**src/rtl/gol_pkg.sv**
```systemverilog
// Shared encodings for the Game-of-Life controller: command ops, key codes,
// keypad position decode and reset speed.
package gol_pkg;

  typedef enum logic [1:0] {
    OP_LOAD  = 2'd0,
    OP_STEP  = 2'd1,
    OP_CLEAR = 2'd2
  } cmd_op_e;

  localparam logic [3:0] KEY_RUN   = 4'hA;
  localparam logic [3:0] KEY_STEP  = 4'hB;
  localparam logic [3:0] KEY_FAST  = 4'hC;
  localparam logic [3:0] KEY_SLOW  = 4'hD;
  localparam logic [3:0] KEY_CLEAR = 4'hE;

  localparam logic [2:0] SPEED_RESET = 3'd3;

  // row/col are the bit positions of the low line on the row drive / column sense
  function automatic logic [3:0] key_decode(input logic [1:0] row, input logic [1:0] col);
    logic [3:0] code;
    case ({row, col})
      4'b11_11: code = 4'hF;
      4'b11_10: code = 4'hE;
      4'b11_01: code = 4'hD;
      4'b11_00: code = 4'hC;
      4'b10_11: code = 4'hB;
      4'b10_10: code = 4'h3;
      4'b10_01: code = 4'h6;
      4'b10_00: code = 4'h9;
      4'b01_11: code = 4'hA;
      4'b01_10: code = 4'h2;
      4'b01_01: code = 4'h5;
      4'b01_00: code = 4'h8;
      4'b00_11: code = 4'h0;
      4'b00_10: code = 4'h1;
      4'b00_01: code = 4'h4;
      default:  code = 4'h7;
    endcase
    return code;
  endfunction

endpackage

```
**src/rtl/gol_controller_keypad_debounce.sv**
```systemverilog
// 4x4 keypad scanner: rotates the low row every SCAN_DIV cycles, debounces
// each key over DEB_N visits and emits one-shot press events.
module keypad_debounce
  import gol_pkg::*;
#(
  parameter int unsigned SCAN_DIV = 1000,
  parameter int unsigned DEB_N    = 4
) (
  input  logic       clk,
  input  logic       rst,
  input  logic [3:0] col_n_i,
  output logic [3:0] row_n_o,
  output logic       key_evt_o,
  output logic [3:0] key_code_o
);

  localparam int unsigned   SW        = (SCAN_DIV > 1) ? $clog2(SCAN_DIV) : 1;
  localparam logic [SW-1:0] SLOT_LAST = SW'(SCAN_DIV - 1);
  localparam logic [3:0]    DEB_LIM   = 4'(DEB_N);

  logic [SW-1:0] scan_q, scan_d;
  logic [3:0]    row_q, row_d;
  logic [15:0]   stable_q, stable_d;
  logic [3:0]    cnt_q [16];
  logic [3:0]    cnt_d [16];
  logic          evt_q, evt_d;
  logic [3:0]    code_q, code_d;
  logic [1:0]    row_idx;
  logic [3:0]    k;
  logic [3:0]    kc;
  logic          pressed;

  always_comb begin
    case (row_q)
      4'b0111: row_idx = 2'd3;
      4'b1011: row_idx = 2'd2;
      4'b1101: row_idx = 2'd1;
      default: row_idx = 2'd0;
    endcase
  end

  always_comb begin
    scan_d   = scan_q + SW'(1);
    row_d    = row_q;
    stable_d = stable_q;
    cnt_d    = cnt_q;
    evt_d    = 1'b0;
    code_d   = code_q;
    k        = '0;
    kc       = '0;
    pressed  = 1'b0;
    if (scan_q == SLOT_LAST) begin
      scan_d = '0;
      row_d  = {row_q[0], row_q[3:1]};
      // Only the lowest code among simultaneous flips is reported; the rest
      // still latch their new stable state.
      for (int unsigned c = 0; c < 4; c++) begin
        k       = {row_idx, 2'(c)};
        kc      = key_decode(row_idx, 2'(c));
        pressed = !col_n_i[c];
        if (pressed != stable_q[k]) begin
          if (cnt_q[k] + 4'd1 == DEB_LIM) begin
            stable_d[k] = pressed;
            cnt_d[k]    = '0;
            if (pressed && (!evt_d || kc < code_d)) begin
              evt_d  = 1'b1;
              code_d = kc;
            end
          end else begin
            cnt_d[k] = cnt_q[k] + 4'd1;
          end
        end else begin
          cnt_d[k] = '0;
        end
      end
    end
  end

  always_ff @(posedge clk or negedge rst) begin
    if (!rst) begin
      scan_q   <= '0;
      row_q    <= 4'b1110;
      stable_q <= '0;
      cnt_q    <= '{default: '0};
      evt_q    <= 1'b0;
      code_q   <= '0;
    end else begin
      scan_q   <= scan_d;
      row_q    <= row_d;
      stable_q <= stable_d;
      cnt_q    <= cnt_d;
      evt_q    <= evt_d;
      code_q   <= code_d;
    end
  end

  assign row_n_o    = row_q;
  assign key_evt_o  = evt_q;
  assign key_code_o = code_q;

endmodule

```
**src/rtl/gol_controller.sv**
```systemverilog
// Game-of-Life sequencer: turns keypad events into LOAD/STEP/CLEAR commands
// for the board engine and paces automatic generations.
module gol_controller
  import gol_pkg::*;
#(
  parameter int unsigned SCAN_DIV    = 1000,
  parameter int unsigned DEB_N       = 4,
  parameter int unsigned BASE_PERIOD = 1000000,
  parameter int unsigned GEN_W       = 16
) (
  input  logic             clk,
  input  logic             rst,
  input  logic [3:0]       keypadCol,
  output logic [3:0]       keypadRow,
  output logic             cmd_req,
  output logic [1:0]       cmd_op,
  output logic [3:0]       cmd_pattern,
  input  logic             cmd_ack,
  output logic             running,
  output logic [2:0]       speed,
  output logic [GEN_W-1:0] gen_count
);

  typedef enum logic {ST_READY, ST_BUSY} state_e;

  localparam int unsigned   PW         = (BASE_PERIOD > 1) ? $clog2(BASE_PERIOD) : 1;
  localparam logic [PW-1:0] PRESC_LAST = PW'(BASE_PERIOD - 1);

  state_e           state_q, state_d;
  logic             key_evt;
  logic [3:0]       key_code;
  logic             pend_load_q, pend_load_d;
  logic             pend_step_q, pend_step_d;
  logic             pend_clear_q, pend_clear_d;
  logic [3:0]       pattern_q, pattern_d;
  logic             running_q, running_d;
  logic [2:0]       speed_q, speed_d;
  logic [PW-1:0]    presc_q, presc_d;
  logic [3:0]       tick_q, tick_d;
  logic [3:0]       period_q, period_d;
  logic             cmd_req_q, cmd_req_d;
  cmd_op_e          op_q, op_d;
  logic [3:0]       cmd_pat_q, cmd_pat_d;
  logic [GEN_W-1:0] gen_q, gen_d;
  logic             fire, step_key, step_kill;

  keypad_debounce #(
    .SCAN_DIV (SCAN_DIV),
    .DEB_N    (DEB_N)
  ) u_keypad (
    .clk        (clk),
    .rst        (rst),
    .col_n_i    (keypadCol),
    .row_n_o    (keypadRow),
    .key_evt_o  (key_evt),
    .key_code_o (key_code)
  );

  always_comb begin
    state_d      = state_q;
    pend_load_d  = pend_load_q;
    pend_step_d  = pend_step_q;
    pend_clear_d = pend_clear_q;
    pattern_d    = pattern_q;
    running_d    = running_q;
    speed_d      = speed_q;
    presc_d      = presc_q;
    tick_d       = tick_q;
    period_d     = period_q;
    cmd_req_d    = cmd_req_q;
    op_d         = op_q;
    cmd_pat_d    = cmd_pat_q;
    gen_d        = gen_q;
    fire         = 1'b0;
    step_key     = 1'b0;
    step_kill    = 1'b0;

    case (state_q)
      ST_READY: begin
        if (pend_clear_q || pend_load_q || pend_step_q) begin
          cmd_req_d = 1'b1;
          state_d   = ST_BUSY;
          if (pend_clear_q) begin
            op_d         = OP_CLEAR;
            cmd_pat_d    = '0;
            pend_clear_d = 1'b0;
          end else if (pend_load_q) begin
            op_d        = OP_LOAD;
            cmd_pat_d   = pattern_q;
            pend_load_d = 1'b0;
          end else begin
            op_d        = OP_STEP;
            cmd_pat_d   = '0;
            pend_step_d = 1'b0;
          end
        end
      end
      ST_BUSY: begin
        if (cmd_ack) begin
          cmd_req_d = 1'b0;
          state_d   = ST_READY;
          gen_d     = (op_q == OP_STEP) ? gen_q + GEN_W'(1) : '0;
        end
      end
    endcase

    if (key_evt) begin
      if (key_code <= 4'd9) begin
        pend_load_d = 1'b1;
        pattern_d   = key_code;
        running_d   = 1'b0;
        step_kill   = 1'b1;
      end else begin
        case (key_code)
          KEY_RUN:   running_d = !running_q;
          KEY_STEP:  step_key  = !running_q;
          KEY_FAST:  if (speed_q != 3'd7) speed_d = speed_q + 3'd1;
          KEY_SLOW:  if (speed_q != 3'd0) speed_d = speed_q - 3'd1;
          KEY_CLEAR: begin
            pend_clear_d = 1'b1;
            pend_load_d  = 1'b0;
            running_d    = 1'b0;
            step_kill    = 1'b1;
          end
          default: ;
        endcase
      end
    end

    // Period is latched only at restart so a speed change waits for the next boundary.
    if (!running_d) begin
      presc_d  = '0;
      tick_d   = '0;
      period_d = 4'd8 - {1'b0, speed_d};
    end else if (presc_q == PRESC_LAST) begin
      presc_d = '0;
      if (tick_q == period_q - 4'd1) begin
        fire     = 1'b1;
        tick_d   = '0;
        period_d = 4'd8 - {1'b0, speed_q};
      end else begin
        tick_d = tick_q + 4'd1;
      end
    end else begin
      presc_d = presc_q + PW'(1);
    end

    if (fire || step_key) pend_step_d = 1'b1;
    if (step_kill)        pend_step_d = 1'b0;
  end

  always_ff @(posedge clk or negedge rst) begin
    if (!rst) begin
      state_q      <= ST_READY;
      pend_load_q  <= 1'b0;
      pend_step_q  <= 1'b0;
      pend_clear_q <= 1'b0;
      pattern_q    <= '0;
      running_q    <= 1'b0;
      speed_q      <= SPEED_RESET;
      presc_q      <= '0;
      tick_q       <= '0;
      period_q     <= 4'd8 - {1'b0, SPEED_RESET};
      cmd_req_q    <= 1'b0;
      op_q         <= OP_LOAD;
      cmd_pat_q    <= '0;
      gen_q        <= '0;
    end else begin
      state_q      <= state_d;
      pend_load_q  <= pend_load_d;
      pend_step_q  <= pend_step_d;
      pend_clear_q <= pend_clear_d;
      pattern_q    <= pattern_d;
      running_q    <= running_d;
      speed_q      <= speed_d;
      presc_q      <= presc_d;
      tick_q       <= tick_d;
      period_q     <= period_d;
      cmd_req_q    <= cmd_req_d;
      op_q         <= op_d;
      cmd_pat_q    <= cmd_pat_d;
      gen_q        <= gen_d;
    end
  end

  assign cmd_req     = cmd_req_q;
  assign cmd_op      = op_q;
  assign cmd_pattern = cmd_pat_q;
  assign running     = running_q;
  assign speed       = speed_q;
  assign gen_count   = gen_q;

endmodule

```
**config.mk**
```make
export PLATFORM = sky130hd
export DESIGN_NAME = gol_controller
export DESIGN_NICKNAME = d
export VERILOG_FILES = /design/src/rtl/gol_pkg.sv /design/src/rtl/gol_controller_keypad_debounce.sv /design/src/rtl/gol_controller.sv
export SDC_FILE = /design/constraint.sdc
export NUM_CORES = 1
export LEC_CHECK = 0
export CELL_PAD_IN_SITES_DETAIL_PLACEMENT = 0
export CELL_PAD_IN_SITES_GLOBAL_PLACEMENT = 2
export CORE_ASPECT_RATIO = 0.8
export CORE_UTILIZATION = 35
export CTS_BUF_LIST = sky130_fd_sc_hd__clkbuf_16
export DETAILED_ROUTE_END_ITERATION = 7
export DONT_BUFFER_PORTS = 1
export PLACE_DENSITY_LB_ADDON = 0.1
export SYNTH_ARGS = -nofsm -noshare
export SYNTH_HDL_FRONTEND = slang
export SYNTH_SLANG_ARGS = --single-unit
```
**constraint.sdc**
```tcl
create_clock -name clk -period 18.2 [get_ports clk]
set_input_delay 1.82 -clock clk [delete_from_list [all_inputs] [get_ports clk]]
set_output_delay 1.82 -clock clk [all_outputs]
set_load 0.1 [all_outputs]
```
==> results by group <==
Synth
  • Synth Register Bits: 162
  • Ys flop type: dfrtp_1
  • Synth Area in XOR/XNOR: 6.064%
  • Synth async-reset ratio: 100.0%
  • Post-Synth Adder-Cell Area: 3.962%
  • Mapped Area: 0.008811 sq mm
  • Mean area per synthesized cell: 10.07 sq um
  • Largest family of logic cells by synthesized area: simple AND/OR/NAND/NOR gates
  • Number of synthesized flops with an enable pin: 0
  • Sequential fraction of the synthesis area: 46.11%
  • Compound-Gate Fraction of Synth Area: 15.52%
  • Post-synth net total: 909
  • Mux cell area share after synthesis: 7.725%
  • Ys Warns: 0
  • Gate Count Post-Synth: 875
  • Synth unique cells: 82
  • Synth Area in Simple Gates: 17.07%

Global route
  • First-pass GRT wire length: 34,740 microns
  • M3 GR Usage: 3.995%
  • Initial antenna violation count: 0
  • GRT Max-Usage Layer: met2
  • Met1 Usage GRT: 25.51%
  • Vias in the first global route: 6,397
  • Total congestion overflow: 0
  • Largest net degree at the start of global routing: 163
  • All-Layer GR Usage: 17.52%
  • Grt met2 use: 25.71%

Clocking
  • Post-CTS Resized: 0
  • Skew-Pair Late Insertion Delay: 0.43 ns
  • H-tree levels: 4
  • CTS max path bufs: 2
  • Clk root buf: clkbuf_16
  • Sink Count: 162
  • TritonCTS buffer count: 17
  • Clock-pin slew of the registers on the worst-case setup and hold paths: 0.07 ns
  • Setup bufs post-CTS: 0
  • CTS tree: yes
  • Hold Buf Count CTS: 0

Finish
  • Area Growth Syn to Fin: 9.401%
  • Ant. Diodes: 0
  • Share of post-route cells with drive strength above 1: 11.80%
  • Most frequent cells in the layout: dfrtp_1, nand2_1, nor2_1
  • Most common cell after layout, fill and taps aside: dfrtp_1
  • Finished Layout Cells: 1,191
  • Layout Nets: 894
  • Fillers: 2,400

STA
  • Fin crit period: 8.290 ns
  • Setup TNS: 0 ns
  • RSZ-0062 raised after global routing: false
  • Max_slew headroom: 26.91%
  • Worst Skew: 0.01104 ns
  • Slew Viols, Final: 0
  • Fin crit share: 45.55%
  • Fmax: 0.1206 GHz
  • Final setup violation count: 0
  • Hold_ws: 0.4746 ns
  • Tightest Pin Transition: 1.096 ns
  • Final Hold Vio Count: 0

Worst setup path
  • Crit Path Category: flip-flop to flip-flop
  • Worst r2r src: u_keypad.row_n_o[2]
  • Worst setup SP type: flip-flop
  • CP endpoint kind: flip-flop
  • Worst-path fanout max: 19
  • Critical Path Source: u_keypad.row_n_o[2]
  • Arr. time, crit path: 8.65 ns
  • Worst EP required: 18.56 ns

Route
  • Drt drc: 9
  • Drt first pass iters: 8
  • Iteration-0 DRC Markers: 470
  • Post-Route WL: 21,320 microns
  • ANT nets after route: 0
  • Post-DR vias/cell: 5.396
  • Vias: 6,427
  • Wire per inst: 17.90 microns

Floorplan
  • Io pins: 38
  • Total core area: 0.02450 sq mm
  • Die W: 179.4 microns
  • Die footprint: 0.02582 sq mm
  • # rows: 51
  • Initial Utilization: 35.96%
  • Chip height: 143.9 microns

Place
  • Dpl cells: 1,159
  • GPL Wtd Cong: 0.8105
  • Number of port buffers: 0
  • Hpwl dp: 14,620 microns

Power and ir drop
  • Cell Pwr Density: 74.49 mW/mm^2
  • Leakage: 4.058 nW
  • Peak supply drop: 67.36 uV

Flow run
  • Max Cap Viol: 0

Hold path
  • Hold path start: u_keypad.cnt_q[18]
  • HP Class: flip-flop to flip-flop

Outcome
  • Status: finished with violations
  • Failing checks: DRC
critical path: stages (launching register included):
cell and delay, ns:
dfstp_2 1.08, nand2_2 0.33, nor2_8 0.35, inv_6 0.11, mux4_1 0.39, ha_1 0.16
inv_1 0.06, a311oi_1 0.32, nand3_1 0.54, mux2i_1 0.39, ha_1 0.28, a311o_1 0.26
a21oi_1 0.36, nor2_1 0.12, o21ai_0 0.19, o21ai_0 0.14, ha_1 0.22, or2_2 0.33
nor3_1 0.22, a22o_1 0.16, o21ai_1 0.13, mux2_2 0.38, ha_1 0.22, or4_4 0.51
o41ai_4 0.40, mux2_2 0.39, a21oi_1 0.14
logic make-up (layout without fill, tap and decap cells):
kind of cell	count (synthesis)	in the layout
AOI/OAI and AO/OA	204	204
xor gates and xnor gates	58	58
buffers and inverters	73	71
DFF	162	162
and+or+nand+nor	300	300
adders and majority gates	28	28
muxes	50	50
metrics by stage:
stage / total power, W / setup WS, ns / util (%) / area (sq um)
floorplan: 0.0003762 / 10.94 / - / 8811
global placement: 0.0003783 / 10.24 / 37.05 / 9077
detailed placement: 0.0003784 / 9.965 / 37.05 / 9077
CTS: 0.0007282 / 9.937 / 39.34 / 9639
global route: 0.0007459 / 9.243 / 39.34 / 9639
finish: 0.0007180 / 9.910 / 39.34 / 9639
layout make-up:
cell class,instances,area (sq um),share of cell area (%)
well taps,318,397.9,4.128
clock inverters,15,136.4,1.415
multi-input cells,640,4436,46.02
flip-flops and latches,162,4063,42.15
repair buffers,8,60.06,0.6231
clock buffers,17,425.4,4.413
inverters,31,121.4,1.259
Yosys cell counts (all sizes together), types with 8 or more instances:
library cell  number  area share (%)
mux2i              8            0.91
and2              13            0.92
nor3              11            0.62
nand2             99             4.3
o31ai             35             3.0
xnor2             32             3.4
nand3             33             1.9
clkbuf            32             1.4
or3b               8            0.80
nor2              66             3.0
a21oi             34             2.0
o21ai             66             3.7
inv               30             1.3
xor2              26             2.7
buf               10            0.81
mux4               9             2.6
ha                27             3.8
and3              11            0.78
mux2              33             4.3
dfrtp            155              44
power by group:
group          switching [W]  internal, W
Clock               0.000157     0.000189
Combinational     0.00000551   0.00000331
Sequential        0.00000101     0.000362
Total               0.000164     0.000554
registers in the layout (all words and copies together) (netlist names), 2 cells and up:
name / flops
u_keypad.cnt_q: 64
presc_q: 20
gen_count: 16
u_keypad.stable_q: 16
u_keypad.scan_q: 10
cmd_pattern: 4
pattern_q: 4
period_q: 4
tick_q: 4
u_keypad.key_code_o: 4
u_keypad.row_n_o: 4
speed: 3
cmd_op: 2
per-layer routing:
layer,wire length [microns],vias to the layer above
met5,0,-
met4,238,0
met3,853,14
met2,9208,120
met1,11020,3164
li1,-,3129
final timing paths:
kind,slack (ns),cells past startpoint,end
setup reg to reg,9.91,26,u_keypad.key_code_o[3]
hold / removal,0.47,2,u_keypad.cnt_q[18]
setup / recovery,9.91,26,u_keypad.key_code_o[3]
max in group asynchronous,16.84,0,presc_q[11]
min in group asynchronous,1.09,0,u_keypad.cnt_q[38]
hold reg to reg,0.47,2,u_keypad.cnt_q[18]
No activity file was read; power rests on OpenSTA's default activity.
